<file path="src/rtl/push_ctrl_pkg.sv">
// Shared constants for the pushbutton sequencer: state encoding, parameter
// defaults and counter width.
package push_ctrl_pkg;

  localparam int unsigned CNT_W = 16;

  localparam int unsigned DEB_CYCLES_DEF    = 4;
  localparam int unsigned REPEAT_DELAY_DEF  = 8;
  localparam int unsigned REPEAT_PERIOD_DEF = 4;

  localparam logic [2:0] ST_IDLE      = 3'd0;
  localparam logic [2:0] ST_DEB_PRESS = 3'd1;
  localparam logic [2:0] ST_FIRE      = 3'd2;
  localparam logic [2:0] ST_HOLD      = 3'd3;
  localparam logic [2:0] ST_DEB_REL   = 3'd4;

  typedef logic [CNT_W-1:0] cnt_t;

endpackage

</file>
<file path="src/rtl/push_sync.sv">
// Two-flop synchronizer for the raw pushbutton level, cleared by reset.
module push_sync (
  input  logic CLK,
  input  logic RST,
  input  logic async_i,
  output logic sync_o
);

  logic meta_q, meta_d;
  logic sync_q, sync_d;

  always_comb begin
    meta_d = async_i;
    sync_d = meta_q;
  end

  always_ff @(posedge CLK) begin
    if (RST) begin
      meta_q <= 1'b0;
      sync_q <= 1'b0;
    end else begin
      meta_q <= meta_d;
      sync_q <= sync_d;
    end
  end

  assign sync_o = sync_q;

endmodule

</file>
<file path="src/rtl/push_seq_ctrl.sv">
// Debounced pushbutton sequencer: one SIG pulse per accepted press.
// Define PUSH_AUTO_REPEAT_EN to add auto-repeat pulses while the button is held.
module push_seq_ctrl
  import push_ctrl_pkg::*;
#(
  parameter int unsigned DEB_CYCLES    = DEB_CYCLES_DEF,
  parameter int unsigned REPEAT_DELAY  = REPEAT_DELAY_DEF,
  parameter int unsigned REPEAT_PERIOD = REPEAT_PERIOD_DEF
) (
  input  logic       CLK,
  input  logic       RST,
  input  logic       PUSH,
  output logic       SIG,
  output logic       HELD,
  output logic [7:0] COUNT
);

  if (DEB_CYCLES < 2 || DEB_CYCLES > 65535) begin : g_bad_deb
    $error("DEB_CYCLES out of range 2..65535");
  end
  if (REPEAT_DELAY < 1 || REPEAT_DELAY > 65535) begin : g_bad_delay
    $error("REPEAT_DELAY out of range 1..65535");
  end
  if (REPEAT_PERIOD < 1 || REPEAT_PERIOD > 65535) begin : g_bad_period
    $error("REPEAT_PERIOD out of range 1..65535");
  end

  localparam cnt_t DEB_LIM = cnt_t'(DEB_CYCLES);
  localparam cnt_t ONE     = cnt_t'(1);

  logic       push_s;
  logic [2:0] state_q, state_d;
  cnt_t       deb_cnt_q, deb_cnt_d;
  logic [7:0] count_q, count_d;

  push_sync u_sync (
    .CLK    (CLK),
    .RST    (RST),
    .async_i(PUSH),
    .sync_o (push_s)
  );

`ifdef PUSH_AUTO_REPEAT_EN
  localparam cnt_t             DELAY_LIM  = cnt_t'(REPEAT_DELAY);
  localparam cnt_t             PERIOD_LIM = cnt_t'(REPEAT_PERIOD);
  localparam logic [CNT_W:0]   TWO        = (CNT_W+1)'(2);

  cnt_t           rep_cnt_q, rep_cnt_d;
  logic           rep_late_q, rep_late_d;
  cnt_t           rep_thresh;
  logic           rep_due;

  // FIRE itself is one cycle of the repeat interval, so HOLD lasts thresh-1.
  assign rep_thresh = rep_late_q ? PERIOD_LIM : DELAY_LIM;
  assign rep_due    = ({1'b0, rep_cnt_q} + TWO) >= {1'b0, rep_thresh};
`endif

  // NOTE: every always_comb output gets a default first so no latch is inferred.
  always_comb begin
    state_d   = state_q;
    deb_cnt_d = deb_cnt_q;
    count_d   = (state_q == ST_FIRE) ? count_q + 8'd1 : count_q;
`ifdef PUSH_AUTO_REPEAT_EN
    rep_cnt_d  = rep_cnt_q;
    rep_late_d = rep_late_q;
`endif
    case (state_q)
      ST_IDLE: begin
        deb_cnt_d = '0;
        if (push_s) begin
          state_d   = ST_DEB_PRESS;
          deb_cnt_d = ONE;
        end
      end
      ST_DEB_PRESS: begin
        if (!push_s) begin
          state_d   = ST_IDLE;
          deb_cnt_d = '0;
        end else if (deb_cnt_q == DEB_LIM) begin
          state_d   = ST_FIRE;
          deb_cnt_d = '0;
        end else begin
          deb_cnt_d = deb_cnt_q + ONE;
        end
      end
      ST_FIRE: begin
        state_d = ST_HOLD;
`ifdef PUSH_AUTO_REPEAT_EN
        rep_cnt_d = '0;
`endif
      end
      ST_HOLD: begin
        if (!push_s) begin
          state_d   = ST_DEB_REL;
          deb_cnt_d = ONE;
        end
`ifdef PUSH_AUTO_REPEAT_EN
        else if (rep_due) begin
          state_d    = ST_FIRE;
          rep_late_d = 1'b1;
        end else begin
          rep_cnt_d = rep_cnt_q + ONE;
        end
`endif
      end
      ST_DEB_REL: begin
        if (push_s) begin
          state_d   = ST_HOLD;
          deb_cnt_d = '0;
        end else if (deb_cnt_q == DEB_LIM) begin
          state_d   = ST_IDLE;
          deb_cnt_d = '0;
`ifdef PUSH_AUTO_REPEAT_EN
          rep_late_d = 1'b0;
`endif
        end else begin
          deb_cnt_d = deb_cnt_q + ONE;
        end
      end
      default: begin
        state_d   = ST_IDLE;
        deb_cnt_d = '0;
      end
    endcase
  end

  // NOTE: sequential state uses non-blocking assignments only.
  always_ff @(posedge CLK) begin
    if (RST) begin
      state_q   <= ST_IDLE;
      deb_cnt_q <= '0;
      count_q   <= '0;
`ifdef PUSH_AUTO_REPEAT_EN
      rep_cnt_q  <= '0;
      rep_late_q <= 1'b0;
`endif
    end else begin
      state_q   <= state_d;
      deb_cnt_q <= deb_cnt_d;
      count_q   <= count_d;
`ifdef PUSH_AUTO_REPEAT_EN
      rep_cnt_q  <= rep_cnt_d;
      rep_late_q <= rep_late_d;
`endif
    end
  end

  assign SIG   = (state_q == ST_FIRE);
  assign HELD  = (state_q == ST_FIRE) || (state_q == ST_HOLD) || (state_q == ST_DEB_REL);
  assign COUNT = count_q;

endmodule
</file>
<file path="config.mk">
export PLATFORM = sky130hd
export DESIGN_NAME = push_seq_ctrl
export DESIGN_NICKNAME = d
export VERILOG_FILES = /design/src/rtl/push_ctrl_pkg.sv /design/src/rtl/push_sync.sv /design/src/rtl/push_seq_ctrl.sv
export SDC_FILE = /design/constraint.sdc
export NUM_CORES = 1
export LEC_CHECK = 0
export ABC_AREA = 1
export BUFFER_PORTS_ARGS = -buffer_cell sky130_fd_sc_hd__buf_2
export CORE_UTILIZATION = 44
export DETAILED_ROUTE_END_ITERATION = 8
export PLACE_DENSITY_LB_ADDON = 0.2
export SLEW_MARGIN = 25
export SYNTH_ARGS = -nofsm -noshare
export SYNTH_HDL_FRONTEND = slang
export SYNTH_SLANG_ARGS = --single-unit
</file>
<file path="constraint.sdc">
create_clock -name CLK -period 1.46 [get_ports CLK]
set_input_delay 0.292 -clock CLK [delete_from_list [all_inputs] [get_ports CLK]]
set_output_delay 0.292 -clock CLK [all_outputs]
set_load 0.05 [all_outputs]
</file>
# [Word-level counts from Yosys, hierarchy flattened]
# Index checks and enable logic that the tools add are counted.
[classes] addsub=2 eq_ne=9 mux=13 bitwise=1 n_reduce_logical=5
[ops] cell="one-hot mux 16 bit (5 select lines)" n=1
[ops] cell="2-to-1 mux 16 bit" n=4
[ops] cell="2-to-1 mux 3 bit" n=6
[ops] cell="adder 16 x 1 -> 16 bit, second input constant" n=1
[ops] cell="equality test 16 x 3 -> 1 bit, second input constant" n=1
[ops] cell="one-hot mux 3 bit (5 select lines)" n=1
[ops] cell="adder 8 x 1 -> 8 bit, second input constant" n=1
[ops] cell="equality test 3 x 2 -> 1 bit, second input constant" n=2
[ops] cell="AND reduction 4 bit" n=1
[ops] cell="equality test 3 x 1 -> 1 bit, second input constant" n=1
[ops] cell="equality test 3 bit, second input constant" n=1
[ops] cell="zero test 3 bit" n=1
[ops] cell="!= test 3 x 2 -> 1 bit, second input constant" n=1
[ops] cell="!= test 3 bit, second input constant" n=1
[ops] cell="logical OR 1 bit" n=2
[ops] cell="!= test 2 x 1 -> 1 bit, second input constant" n=1
[ops] cell="!= test 2 bit, second input constant" n=1
[ops] cell="AND reduction 2 bit" n=1
[ops] cell="2-to-1 mux 1 bit" n=1
[ops] cell="NOT 1 bit" n=1
[totals] regBits=29 inputBits=3 elab_cells=35

# [Longest topological paths before layout]
[depth] depth_word=4 ltp_mapped=10 ltp_nobuf=10

# [Cells and area by module]
# A second synthesis with hierarchy kept.
[unflattened] hier_cells=238 area_unflattened_um2=1727.9
[modules_own_cells] mod="push_seq_ctrl" n_inst=1 cells_per_inst=232 area_per_inst_um2=1672.9 seq_area_each_um2=540.5
[modules_own_cells] mod="push_sync" n_inst=1 cells_per_inst=6 area_per_inst_um2=55.1 seq_area_each_um2=40.0

# [Least setup slack after synthesis]
# Ideal clock, no wire load.
[synth_path] path_type="register to output" from="register state_q[1]" to="output port HELD" arrival_time_ns=1.599 required_ns=1.168 setup_slack_ns=-0.431 path_stages_with_launch=3 n_path_buf=0 path_cell_list="dfxtp_1 -> inv_1 -> o21ai_0"
[synth_via] elab_chain_cells=3
[synth_lines] element="start, declared" line="push_seq_ctrl.sv:32" source="logic [2:0] state_q, state_d;"
[synth_lines] element="start signal, assigned" line="push_seq_ctrl.sv:138" source="state_q <= state_d;"
[synth_lines] element="equality test 3 x 2 -> 1 bit" line="push_seq_ctrl.sv:149" source="assign HELD = (state_q == ST_FIRE) || (state_q == ST_HOLD) || (state_q == ST_DEB_REL);"
[synth_lines] element="logical OR 1 bit" line="push_seq_ctrl.sv:149"
[synth_lines] element="logical OR 1 bit *" line="push_seq_ctrl.sv:149"
[synth_lines] element="end, declared" line="push_seq_ctrl.sv:14" source="output logic HELD,"
# Mark *: on every way between the ends. The rest lies on a longest branch, timed or not.

# [Final worst setup path]
[layout_path] from="register state_q[2]" to="output port HELD"
# The elaborated chain is that of the path after synthesis.

==> impl_metrics.tcl <==
set metrics [dict create \
    worst_pin_slew_ns 0.367 \
    status "finished clean" \
    synth_most_common_cell "nand2_1" \
    dr_wl_met2_um 1580 \
    worst-path-buf-inv 2 \
    hp-class "in -> reg" \
    ys_ff_latch 29 \
    hold_viol 0 \
    grt_pass1_wl_um 5190 \
    power.leakage_nw 0.886 \
    area_delta_synth_final_pct 24.6 \
    die_area_mm2 0.00384 \
    vias 1529 \
    gp_congestion 0.823 \
    cts_buffers 5 \
    design.portCount 13 \
    grt_usage_pct 18.5 \
    fillerInstances 309 \
    ys_top_cells_by_count "nand2_1, nor2_1, inv_1" \
    dp_hpwl_um 2320 \
    r2r_setup_slack_ns 0.07 \
    core-area_mm2 0.00339 \
    syn_nets 254 \
    critical_path_arrival_ns 1.16 \
    cts.sink_count 29 \
    grt_pass1_vias 1263 \
    antenna_found_initial 0 \
    final.period_utilization_pct 99.3 \
    hold_start "PUSH" \
    worstSkewPairLatency_ns 0.33 \
    m1WireLength_um 1600 \
    critPathSlowestCell "dfxtp_2" \
    max_freq_ghz 0.690 \
    synth.distinct_cells 27 \
    whs_path_depth 3 \
    worst-path-max-fanout 4 \
    power.density_mw_per_mm2 1440 \
    viasPerCell 4.70 \
    path_clk_slew_ns 0.09 \
    setup-tns-final_ns 0 \
    first_iter_violations 67 \
    synth_top_family_by_area "simple AND/OR/NAND/NOR gates" \
    synth_ff_type "dfxtp_1" \
    drc 0 \
    cap_viol_max_count 0 \
    initial_utilization_pct 46.7 \
    grt_max_degree 12 \
    rows 21 \
    synthArstFlopShare_pct 0 \
    reg2regPathDepth 8 \
    holdWs_ns 0.163 \
    synth-compound-area-share_pct 7.43 \
    htreeDepth 2 \
    avgRoutedWirePerCell_um 10.4 \
    routed.top_layer "met4" \
    p_total_mw 2.84 \
    crit_chain "buf_6 > nand2_2 > o21ai_2 > buf_6" \
    synth_fa_ha_area_share_pct 2.37 \
    critical_path.startpoint "state_q[2]" \
    crit_required_ns 1.17 \
    cpPeakStageDelay_ns 0.39 \
    die-height_um 62.0 \
    synth_mux_area_share_pct 0 \
    synth-edff-count 0 \
    grt_overflow 0 \
    cp_num_cells 4 \
    cpMostUsedCell "buf_6" \
    seq_area_frac_synth_pct 36.7 \
    port_buffers 12 \
    path_class "reg -> out" \
    final_cell_area_mm2 0.00197 \
    clock_path_buffers 2 \
    placed_cell_area_mm2 0.00176 \
    yosys.area_share.simple_pct 41.4 \
    synth_top_area_share_pct 36.7 \
    synth_top_area_cell "dfxtp_1" \
    end_kind "output port" \
    layout_min_cycle_time_ns 1.45 \
    die_w_um 62.0 \
    drt-total-wl_um 3380 \
    synth_xor_area_share_pct 2.21 \
    yosys-top-cells-area "dfxtp_1, nand2_1, nor2_1, inv_1, nand3_1" \
    setup_viol 0 \
    met3_wirelength_um 158 \
    cts_root_buffer "clkbuf_4" \
    ant_nets 0 \
    slew_headroom_pct 75.5 \
    syn_area_mm2 0.00158 \
    nets 284 \
    slew_viol_final 0 \
    peakVddDrop_mv 0.952 \
    fin_worst_skew_ns 0.00446 \
    syn_inst 248 \
    cts_tree "yes" \
    drive_above_1_share_pct 22.9 \
    cts_hold_buf 0 \
    start_kind "register" \
    yosys_warnings 0 \
    critPathTopFamily "flip-flops" \
    dr.pass1.iters 4 \
    post_synth.cell_area_avg_um2 6.38 \
    rsz0062_at_grt "yes" \
    antenna_cells 0 \
    reg2reg_from "state_q[2]" \
]
==> registers in the layout (all words and copies together) (netlist names) <==
| signal | count |
|---|---|
| state_q | 3 |
| deb_cnt_q | 16 |
| u_sync.sync_o | 1 |
| COUNT | 8 |
| u_sync.meta_q | 1 |
==> worst register-to-register path: cells and delay by family (launching register included) <==
kind / cells / cell delay, ns
buffers and inverters: 3 / 0.34
DFF: 1 / 0.39
and+or+nand+nor: 4 / 0.48
AOI/OAI and AO/OA: 1 / 0.11
==> logic make-up after synthesis <==
family,count (synthesis)
AND/OR/NAND/NOR,149
XOR/XNOR,4
buffers and inverters,41
flip-flops,29
AO/OA/AOI/OAI,22
adder cells (fa/ha/maj),3
==> layer usage <==
metal / vias up / GRT usage, %
met5: - / 0
met1: 657 / 22.6
li1: 832 / -
met4: 0 / 7.62
met3: 5 / 5.59
met2: 35 / 30.1
==> timing repair <==
item	in CTS	in global routing
pin swaps	0	3
resized for setup	14	19
endpoints found under the setup margin	9	19
setup buffers	0	2
cloned	0	2
==> final cells by class <==
class                   count  area (um2)  area share, %
multi-input cells         180         925           46.9
flip-flops and latches     29         594           30.1
repair buffers             22         168           8.50
inverters                  40         158           7.99
clock buffers               7        65.1           3.30
well taps                  46        57.6           2.92
clock inverters             1        5.00          0.254
==> layout by cell type (no fill, tap or decap), types with 4 or more instances in the layout <==
cell type	n
o21ai_0	6
nor2_1	48
nand3_1	17
clkbuf_4	5
nand2_4	4
a21oi_1	8
buf_4	8
inv_1	35
dfxtp_2	5
dfxtp_1	22
nand2_1	58
buf_2	10
nand2_2	4
nor3_1	4
==> metrics by stage <==
step                worst slack, ns  util (%)  std cells
floorplan                   -0.0522         -        248
global placement           -0.00465      51.9        313
detailed placement          0.00776      51.9        313
CTS                         0.00129      55.1        321
global route                -0.0434      58.2        325
finish                       0.0105      58.2        325
==> worst paths after layout <==
path / endpoint
min reg2reg: u_sync.sync_o
max: HELD
min: u_sync.meta_q
max reg2reg: deb_cnt_q[3]
==> report_power, final <==
part / internal, mW / switching (mW) / leakage (nW)
Combinational: 0.460 / 0.819 / 0.606
Sequential: 0.884 / 0.106 / 0.238
Clock: 0.279 / 0.286 / 0.0413
Total: 1.62 / 1.21 / 0.886
(Power assumes the default switching activity.)
